### config.mk
export PLATFORM = sky130hd
export DESIGN_NAME = regfile_mp
export DESIGN_NICKNAME = d
export VERILOG_FILES = /design/src/rtl/regfile_mp.sv
export SDC_FILE = /design/constraint.sdc
export NUM_CORES = 2
export LEC_CHECK = 0
export BUFFER_PORTS_ARGS = -buffer_cell sky130_fd_sc_hd__buf_2
export CAP_MARGIN = 20
export CORE_MARGIN = 5
export CORE_UTILIZATION = 57
export CTS_CLUSTER_SIZE = 25
export DETAILED_ROUTE_END_ITERATION = 8
export HOLD_SLACK_MARGIN = 0.06
export PLACE_DENSITY = 0.78
export SLEW_MARGIN = 20
export SYNTH_ARGS = -nofsm -noshare
export SYNTH_HDL_FRONTEND = slang
export SYNTH_SLANG_ARGS = --single-unit
### constraint.sdc
create_clock -name clk -period 4.3 [get_ports clk]
set_clock_uncertainty 0.05 [all_clocks]
set_input_delay 0.215 -clock clk [delete_from_list [all_inputs] [get_ports clk]]
set_output_delay 0.215 -clock clk [all_outputs]
set_load 0.02 [all_outputs]
### src/rtl/regfile_mp.sv
// Multi-port integer register file with write-to-read bypass, full-array reset
// and a per-register busy scoreboard feeding operand-ready flags.
module regfile_mp #(
   parameter int XLEN        = 32,
   parameter int REG_COUNT   = 32,
   parameter int READ_PORTS  = 2,
   parameter int WRITE_PORTS = 1,
   parameter int ZERO_REG    = 1,
   localparam int AW         = $clog2(REG_COUNT)
) (
   input  logic                        clk,
   input  logic                        rst,
   input  logic [READ_PORTS*AW-1:0]    rd_addr,
   output logic [READ_PORTS*XLEN-1:0]  rd_data,
   output logic [READ_PORTS-1:0]       rd_ready,
   input  logic [WRITE_PORTS-1:0]      wr_en,
   input  logic [WRITE_PORTS*AW-1:0]   wr_addr,
   input  logic [WRITE_PORTS*XLEN-1:0] wr_data,
   input  logic                        iss_en,
   input  logic [AW-1:0]               iss_addr,
   output logic [AW:0]                 busy_count
);

   localparam bit HAS_ZERO = (ZERO_REG != 0);

   logic [XLEN-1:0]        regs       [REG_COUNT];
   logic [REG_COUNT-1:0]   busy;
   logic [REG_COUNT-1:0]   busy_next;
   logic [REG_COUNT-1:0]   iss_mask;
   logic                   iss_hit;

   logic [AW-1:0]          wa         [WRITE_PORTS];
   logic [XLEN-1:0]        wd         [WRITE_PORTS];
   logic [WRITE_PORTS-1:0] wv;

   logic [REG_COUNT-1:0]   ent_we;
   logic [XLEN-1:0]        ent_wd     [REG_COUNT];

   logic [AW-1:0]          ra         [READ_PORTS];
   logic [READ_PORTS-1:0]  hit;
   logic [XLEN-1:0]        hit_data   [READ_PORTS];
   logic [READ_PORTS-1:0]  zero_rd;

   function automatic logic [AW:0] popcount(input logic [REG_COUNT-1:0] v);
      logic [AW:0] n;
      n = '0;
      for (int i = 0; i < REG_COUNT; i++) begin
         n = n + {{AW{1'b0}}, v[i]};
      end
      return n;
   endfunction

   // Unpack write ports; a write to the hardwired zero register is treated as
   // no write at all, so it neither updates storage, bypasses nor clears busy.
   always_comb begin
      for (int w = 0; w < WRITE_PORTS; w++) begin
         wa[w] = wr_addr[w*AW +: AW];
         wd[w] = wr_data[w*XLEN +: XLEN];
         wv[w] = wr_en[w] && !(HAS_ZERO && (wa[w] == '0));
      end
   end

   // Per-entry write decode. Ports are scanned in ascending order so the
   // highest-index port targeting an entry is the one that sticks.
   // NOTE: every output of this block gets a default before the loop, so no
   // latch is inferred for entries that nobody writes this cycle.
   always_comb begin
      ent_we = '0;
      for (int i = 0; i < REG_COUNT; i++) begin
         ent_wd[i] = '0;
      end
      for (int w = 0; w < WRITE_PORTS; w++) begin
         if (wv[w]) begin
            ent_we[wa[w]] = 1'b1;
            ent_wd[wa[w]] = wd[w];
         end
      end
   end

   // NOTE: the whole array is reset on purpose so that no entry can ever
   // return X; this rules out mapping the storage onto a RAM macro.
   always_ff @(posedge clk or negedge rst) begin
      if (!rst) begin
         for (int i = 0; i < REG_COUNT; i++) begin
            regs[i] <= '0;
         end
      end else begin
         for (int i = 0; i < REG_COUNT; i++) begin
            if (ent_we[i]) begin
               regs[i] <= ent_wd[i];
            end
         end
      end
   end

   // Scoreboard: writeback clears, issue sets, and the set is applied last so
   // a freshly issued producer wins over a retiring one on the same register.
   always_comb begin
      iss_hit  = iss_en && !(HAS_ZERO && (iss_addr == '0));
      iss_mask = '0;
      if (iss_hit) begin
         iss_mask[iss_addr] = 1'b1;
      end
      busy_next = (busy & ~ent_we) | iss_mask;
   end

   // NOTE: sequential state uses non-blocking assignments only, so every
   // register samples the pre-edge value of every other register.
   always_ff @(posedge clk or negedge rst) begin
      if (!rst) begin
         busy       <= '0;
         busy_count <= '0;
      end else begin
         busy       <= busy_next;
         busy_count <= popcount(busy_next);
      end
   end

   // Read ports: bypass from the highest-index matching write port, zero
   // register forced to 0 and always ready.
   always_comb begin
      for (int r = 0; r < READ_PORTS; r++) begin
         ra[r]       = rd_addr[r*AW +: AW];
         zero_rd[r]  = HAS_ZERO && (ra[r] == '0);
         hit[r]      = 1'b0;
         hit_data[r] = '0;
         for (int w = 0; w < WRITE_PORTS; w++) begin
            if (wv[w] && (wa[w] == ra[r])) begin
               hit[r]      = 1'b1;
               hit_data[r] = wd[w];
            end
         end
      end
   end

   // Outputs are gated during reset because bypass hits would otherwise leak
   // live write data while the array itself is held at zero.
   always_comb begin
      rd_data  = '0;
      rd_ready = '1;
      if (rst) begin
         for (int r = 0; r < READ_PORTS; r++) begin
            if (zero_rd[r]) begin
               rd_data[r*XLEN +: XLEN] = '0;
               rd_ready[r]             = 1'b1;
            end else if (hit[r]) begin
               rd_data[r*XLEN +: XLEN] = hit_data[r];
               rd_ready[r]             = 1'b1;
            end else begin
               rd_data[r*XLEN +: XLEN] = regs[ra[r]];
               rd_ready[r]             = !busy[ra[r]];
            end
         end
      end
   end

endmodule

# Word-level counts from Yosys, hierarchy flattened
# Cells that the tools add are included.
[op_classes]
add_sub_neg = 31
magnitude_cmp = 10
bitwise = 7
n_mux = 33
reduce_logical = 15
eq_ne = 2
[op_table]
columns = ["operator", "count"]
rows = [
  ["$and A1024 B1024 Y1024", 1],
  ["$mux W1024", 1],
  ["$mux W32", 13],
  ["$bmux W32 S5", 2],
  ["$demux W32 S5", 1],
  ["$add A6 B1 Y6", 26],
  ["$mux W64", 1],
  ["$and A32 B32 Y32", 1],
  ["$not A32 Y32", 1],
  ["$or A32 B32 Y32", 1],
  ["$lt A5 B6 Y1 const B", 4],
  ["$logic_not A5 Y1", 4],
  ["$ge A6 B6 Y1 const B", 3],
  ["$not A5 Y6", 3],
  ["$bmux W1 S5", 2],
  ["$demux W1 S5", 2],
  ["$eq A5 B5 Y1", 2],
  ["$ge A5 B1 Y1 const B", 2],
  ["$mux W1", 10],
  ["$logic_and A1 B1 Y1", 7],
  ["$add A5 B1 Y6", 1],
  ["$lt A6 B1 Y1 const B", 1],
  ["$add A4 B1 Y5", 1],
  ["$add A3 B1 Y4", 1],
  ["other kinds (4)", 7],
]
[totals]
output_inout_bits = 72
in_bits = 56
elab_cells = 132
register_bits = 1062

# Longest topological paths before layout
[logic_depth]
ltp_word = 39
depth_mapped = 21
depth_no_buf = 19

# Worst setup path after synthesis
# No wires, ideal clock.
[synth_path]
path_type = "input to register"
startpoint = "input port wr_addr[2]"
endpoint = "register busy_count[4]"
cell_stages = 20
path_slack_ps = -1221
setup_time_ps = 123
path_buffers = 2
arrival_ps = 5348
required_time_ps = 4127
cell_sequence = "buf_2 nor3b_2 nand2_1 clkbuf_1 a22o_1 fa_1 inv_1 fa_1 fa_1 fa_1 fa_1 fa_1 inv_1 ha_1 inv_1 fa_1 inv_1 a21o_1 a21oi_1 xnor2_1"
[synth_between]
elab_cells_between_ends = 43
classes_between = "add/sub (31); order compare (2); mux (3); bitwise (3); reduce/logical (4)"
[synth_lines]
columns = ["element", "line", "rtl"]
rows = [
  ["start: declaration", "17", "input logic [WRITE_PORTS*AW-1:0] wr_addr,"],
  ["$lt A5 B6 Y1 (implied by the code) or $ge A5 B1 Y1 (tied branches)", "74", "ent_we[wa[w]] = 1'b1;"],
  ["$logic_and A1 B1 Y1 (implied by the code)", "74", ""],
  ["$mux W1 (implied by the code)", "74", ""],
  ["$demux W1 S5", "74", ""],
  ["$mux W32 *", "73", "if (wv[w]) begin"],
  ["$not A32 Y32 *", "104", "busy_next = (busy & ~ent_we) | iss_mask;"],
  ["$and A32 B32 Y32 *", "104", ""],
  ["$or A32 B32 Y32 *", "104", ""],
  ["net busy_next[7]", "28", "logic [REG_COUNT-1:0] busy_next;"],
  ["$add A6 B1 Y6 * (25 in a row)", "48", "n = n + {{AW{1'b0}}, v[i]};"],
  ["end signal: assignment", "115", "busy_count <= popcount(busy_next);"],
  ["end: declaration", "21", "output logic [AW:0] busy_count"],
]
# The timed path passes the listed nets; every way through them passes the cells marked *.
# A chain may end at the register's enable or synchronous reset.

# Worst setup path after layout
[layout_path]
startpoint = "register busy[9]"
endpoint = "register busy_count[4]"
[layout_between]
elab_chain_cells = 25
[layout_lines]
columns = ["element", "line", "rtl"]
rows = [
  ["start: declaration", "27", "logic [REG_COUNT-1:0] busy;"],
  ["start signal: assignment", "114", "busy <= busy_next;"],
  ["$and A32 B32 Y32", "104", ""],
  ["$or A32 B32 Y32", "104", ""],
  ["net busy_next[9]", "28", ""],
  ["$add A6 B1 Y6 (23 in a row)", "48", ""],
]
# The timed path passes the listed nets, and every way through them passes these cells.

==> flow_summary.yaml <==
critical_path:
  crit_path_top_delay_cell: "fa_1"
  reg2reg_from: "busy[9]"
  critPathLaunch: "busy[9]"
  crit_chain: "a22o_1 -> fa_1 -> inv_1 -> fa_2 -> fa_2 -> fa_1 -> fa_1 -> fa_1 -> inv_1 -> ha_2 -> inv_2 -> fa_2 -> inv_2 -> a21o_1 -> a21oi_2 -> xnor2_1"
  critPathCaptureType: "flop"
  crit_fanout: 2
  crit_type: "flop to flop"
  slowest_delay_ps: 550
  cp.arrival_ps: 5360
  cp-start-kind: "flop"
  path_buf_inv: 4
  cp.required_ps: 4830
  cpLargestDelayFamily: "adder cells"
  cpMostUsedCell: "fa_1"
clock_tree:
  clock_path_buffers: 3
  h-tree-depth: 3
  clkLatencyLatePin_ps: 690
  root_buffer: "clkbuf_16"
  cts_tree: "yes"
  cts_sinks: 1062
  clk_pin_slew_ps: 60
  cts-buffers-inserted: 110
detailed_routing:
  viasPerCell: 7.00
  post-route-drc-count: 0
  routed_wl_mm: 184
  firstDrtPassIters: 9
  wl_per_cell_um: 31.5
  drt.antenna.violating_nets: 0
  via_count: 40957
  first_iter_violations: 4915
power:
  netSwitchingFraction_pct: 30.8
  p_per_area_nw_per_um2: 530
  p_int_w: 0.0239
  p_seq_share_pct: 38.9
  p_switching_w: 0.0107
  p_clk_share_pct: 28.5
  p_leak_nw: 29.7
  ir_worst_vdd_v: 0.00205
  combPwrFrac_pct: 32.6
sta:
  fin_ws_ps: -533
  setup_tns_ps: -2230
  min_period_ps: 4830
  max_slew_margin_pct: 26.4
  fin_crit_sh_pct: 112
  setup_viol: 5
  final_max_slew_viol_count: 0
  final_hold_viol_count: 0
  worstMarginPinSlew_ps: 1100
  max_freq_mhz: 207
  rsz0062_at_grt: "true"
floorplan:
  die_h_um: 330
  dieArea_sq_um: 109000
  io_pins: 128
  fp.coreArea_sq_um: 102000
  start_util_pct: 57.3
  fp-row-count: 117
  die_w_um: 330
status:
  status: "finished with violations"
  violations: "negative setup slack"
synthesis:
  ys_seq_area_share_pct: 45.6
  synthArstFlopShare_pct: 100
  yosysWarnings: 0
  synthFlopType: "dfrtp_1"
  syn_nets: 4437
  avgSynthCellArea_sq_um: 13.4
  yosys.cell_types.count: 54
  synth_area_sq_um: 58300
  postSynthCellCount: 4350
  synth-seq-cells: 1062
  synth_edf_count: 0
place:
  io_buffers: 127
  dp_hpwl_mm: 106
  place.gp.congestion: 0.923
global_route:
  grt_max_degree: 161
  grt_pass1_vias: 42213
  antenna_found_initial: 10
  grt-ovfl-total: 0
  globalRouteTotalUtil_pct: 33.9
  grt_pass1_wl_mm: 275
finish:
  multi_input_area_sq_um: 29900
  final_cell_mix: "dfrtp_1 (1,062), mux2_2 (973), mux2i_1 (425)"
  final_common_cell: "dfrtp_1"
  seq_area_sq_um: 26600
  final_util_pct: 64.2
  drive_gt1_share_pct: 43.1
  layout.nets: 4474
  syn2layout_area_growth_pct: 11.9
  n_fill_cell: 7351
job:
  drv_cap: 0
worst_hold_path:
  min_from: "iss_addr[4]"
  hold_class: "input pin to flop"
==> sequential cells by signal, indices dropped and copies added (netlist names) <==
name        cells
regs         1024
busy           32
busy_count      6
==> worst paths after layout <==
path / cells after the start / to / slack [ps]
worst min-delay path: 6 / busy[25] / 110
min in group asynchronous: 3 / regs[887] / 140
worst max register to register: 16 / busy_count[4] / -530
worst max-delay path: 16 / busy_count[4] / -530
max in group asynchronous: 4 / regs[843] / 2250
worst min register to register: 0 / regs[1015] / 350
==> worst min-delay path, delay by kind of cell <==
family        cells  cell delay, ps
simple gates      4             320
buf+inv           2             270
==> power by group through the flow <==
stage | logic, W | registers, W | clock network (W)
5_1_grt | 0.0122 | 0.0136 | 0.0103
4_1_cts | 0.0104 | 0.0134 | 0.00990
6_report | 0.0113 | 0.0134 | 0.00986
3_3_place_gp | 0.00986 | 0.0134 | 0
3_5_place_dp | 0.0103 | 0.0135 | 0
2_1_floorplan | 0.00734 | 0.0131 | 0
==> metrics by stage <==
step / total power (W) / area [sq um] / hold WS, ps / worst slack, ps / instances
global route: 0.0362 / 65200 / 147 / -656 / 5845
global placement: 0.0232 / 60900 / 104 / -934 / 5591
detailed placement: 0.0238 / 60900 / 106 / -976 / 5591
floorplan: 0.0204 / 58400 / -131 / -913 / 4350
CTS: 0.0337 / 65100 / 79.1 / -473 / 5836
finish: 0.0345 / 65200 / 107 / -533 / 5849
==> what timing repair did <==
| item | 4_1_cts | 5_1_grt |
|---|---|---|
| endpoints found under the setup margin | 5 | 5 |
| pin swaps | 6 | 24 |
| hold buffers | 43 | 0 |
| hold endpoints to repair | 375 | 0 |
| resized for setup | 4 | 19 |
| buffers inserted | 2 | 7 |
==> Yosys cell counts (4+ instances only) <==
library cell | n | area share [%]
a21oi_1 | 11 | 0.094
a221oi_1 | 50 | 0.75
a22o_1 | 9 | 0.14
a22oi_1 | 161 | 2.1
a32oi_1 | 9 | 0.14
and3_1 | 24 | 0.26
buf_1 | 44 | 0.28
buf_2 | 118 | 1.0
buf_4 | 6 | 0.077
clkbuf_1 | 293 | 1.9
dfrtp_1 | 1062 | 46
fa_1 | 24 | 0.82
ha_1 | 7 | 0.15
inv_1 | 47 | 0.30
mux2_1 | 22 | 0.43
mux2_2 | 973 | 19
mux2i_1 | 425 | 7.3
mux4_2 | 351 | 14
nand2_1 | 368 | 2.4
nand2_4 | 7 | 0.14
nand2b_1 | 5 | 0.054
nand3_1 | 94 | 0.81
nand4_1 | 7 | 0.075
nor2_1 | 28 | 0.18
nor2b_1 | 12 | 0.13
nor3_1 | 4 | 0.034
o211a_1 | 9 | 0.15
o211ai_1 | 62 | 0.80
o21ai_0 | 31 | 0.27
o221ai_1 | 31 | 0.47
or2_2 | 5 | 0.054
xnor2_1 | 13 | 0.20
==> final cells by class <==
class | count | share of cell area, %
clock buffers | 161 | 4.96
inverters | 47 | 0.274
multi-input cells | 2780 | 45.9
well taps | 1368 | 2.63
repair buffers | 386 | 4.79
clock inverters | 39 | 0.714
flip-flops and latches | 1062 | 40.8
diodes | 6 | 0.0230
==> cell families (layout without fill, tap and decap cells) <==
group | after synthesis | in the layout | share of synthesized area (%)
mux | 1771 | 1771 | 40.1
flops | 1062 | 1062 | 45.6
simple gates | 572 | 572 | 4.39
buf+inv | 508 | 633 | 3.57
compound gates | 393 | 393 | 5.15
fa+ha+maj | 31 | 31 | 0.975
xor+xnor | 13 | 13 | 0.195
other cells | 0 | 6 | 0
==> routing by layer <==
metal,vias up,global-route usage (%),wire length (um)
li1,16464,-,-
met1,21478,45.2,69700
met2,2338,51.9,84100
met3,669,8.31,18900
met4,8,17.8,11600
met5,-,0,44
Power figures use the tool's default switching activity.
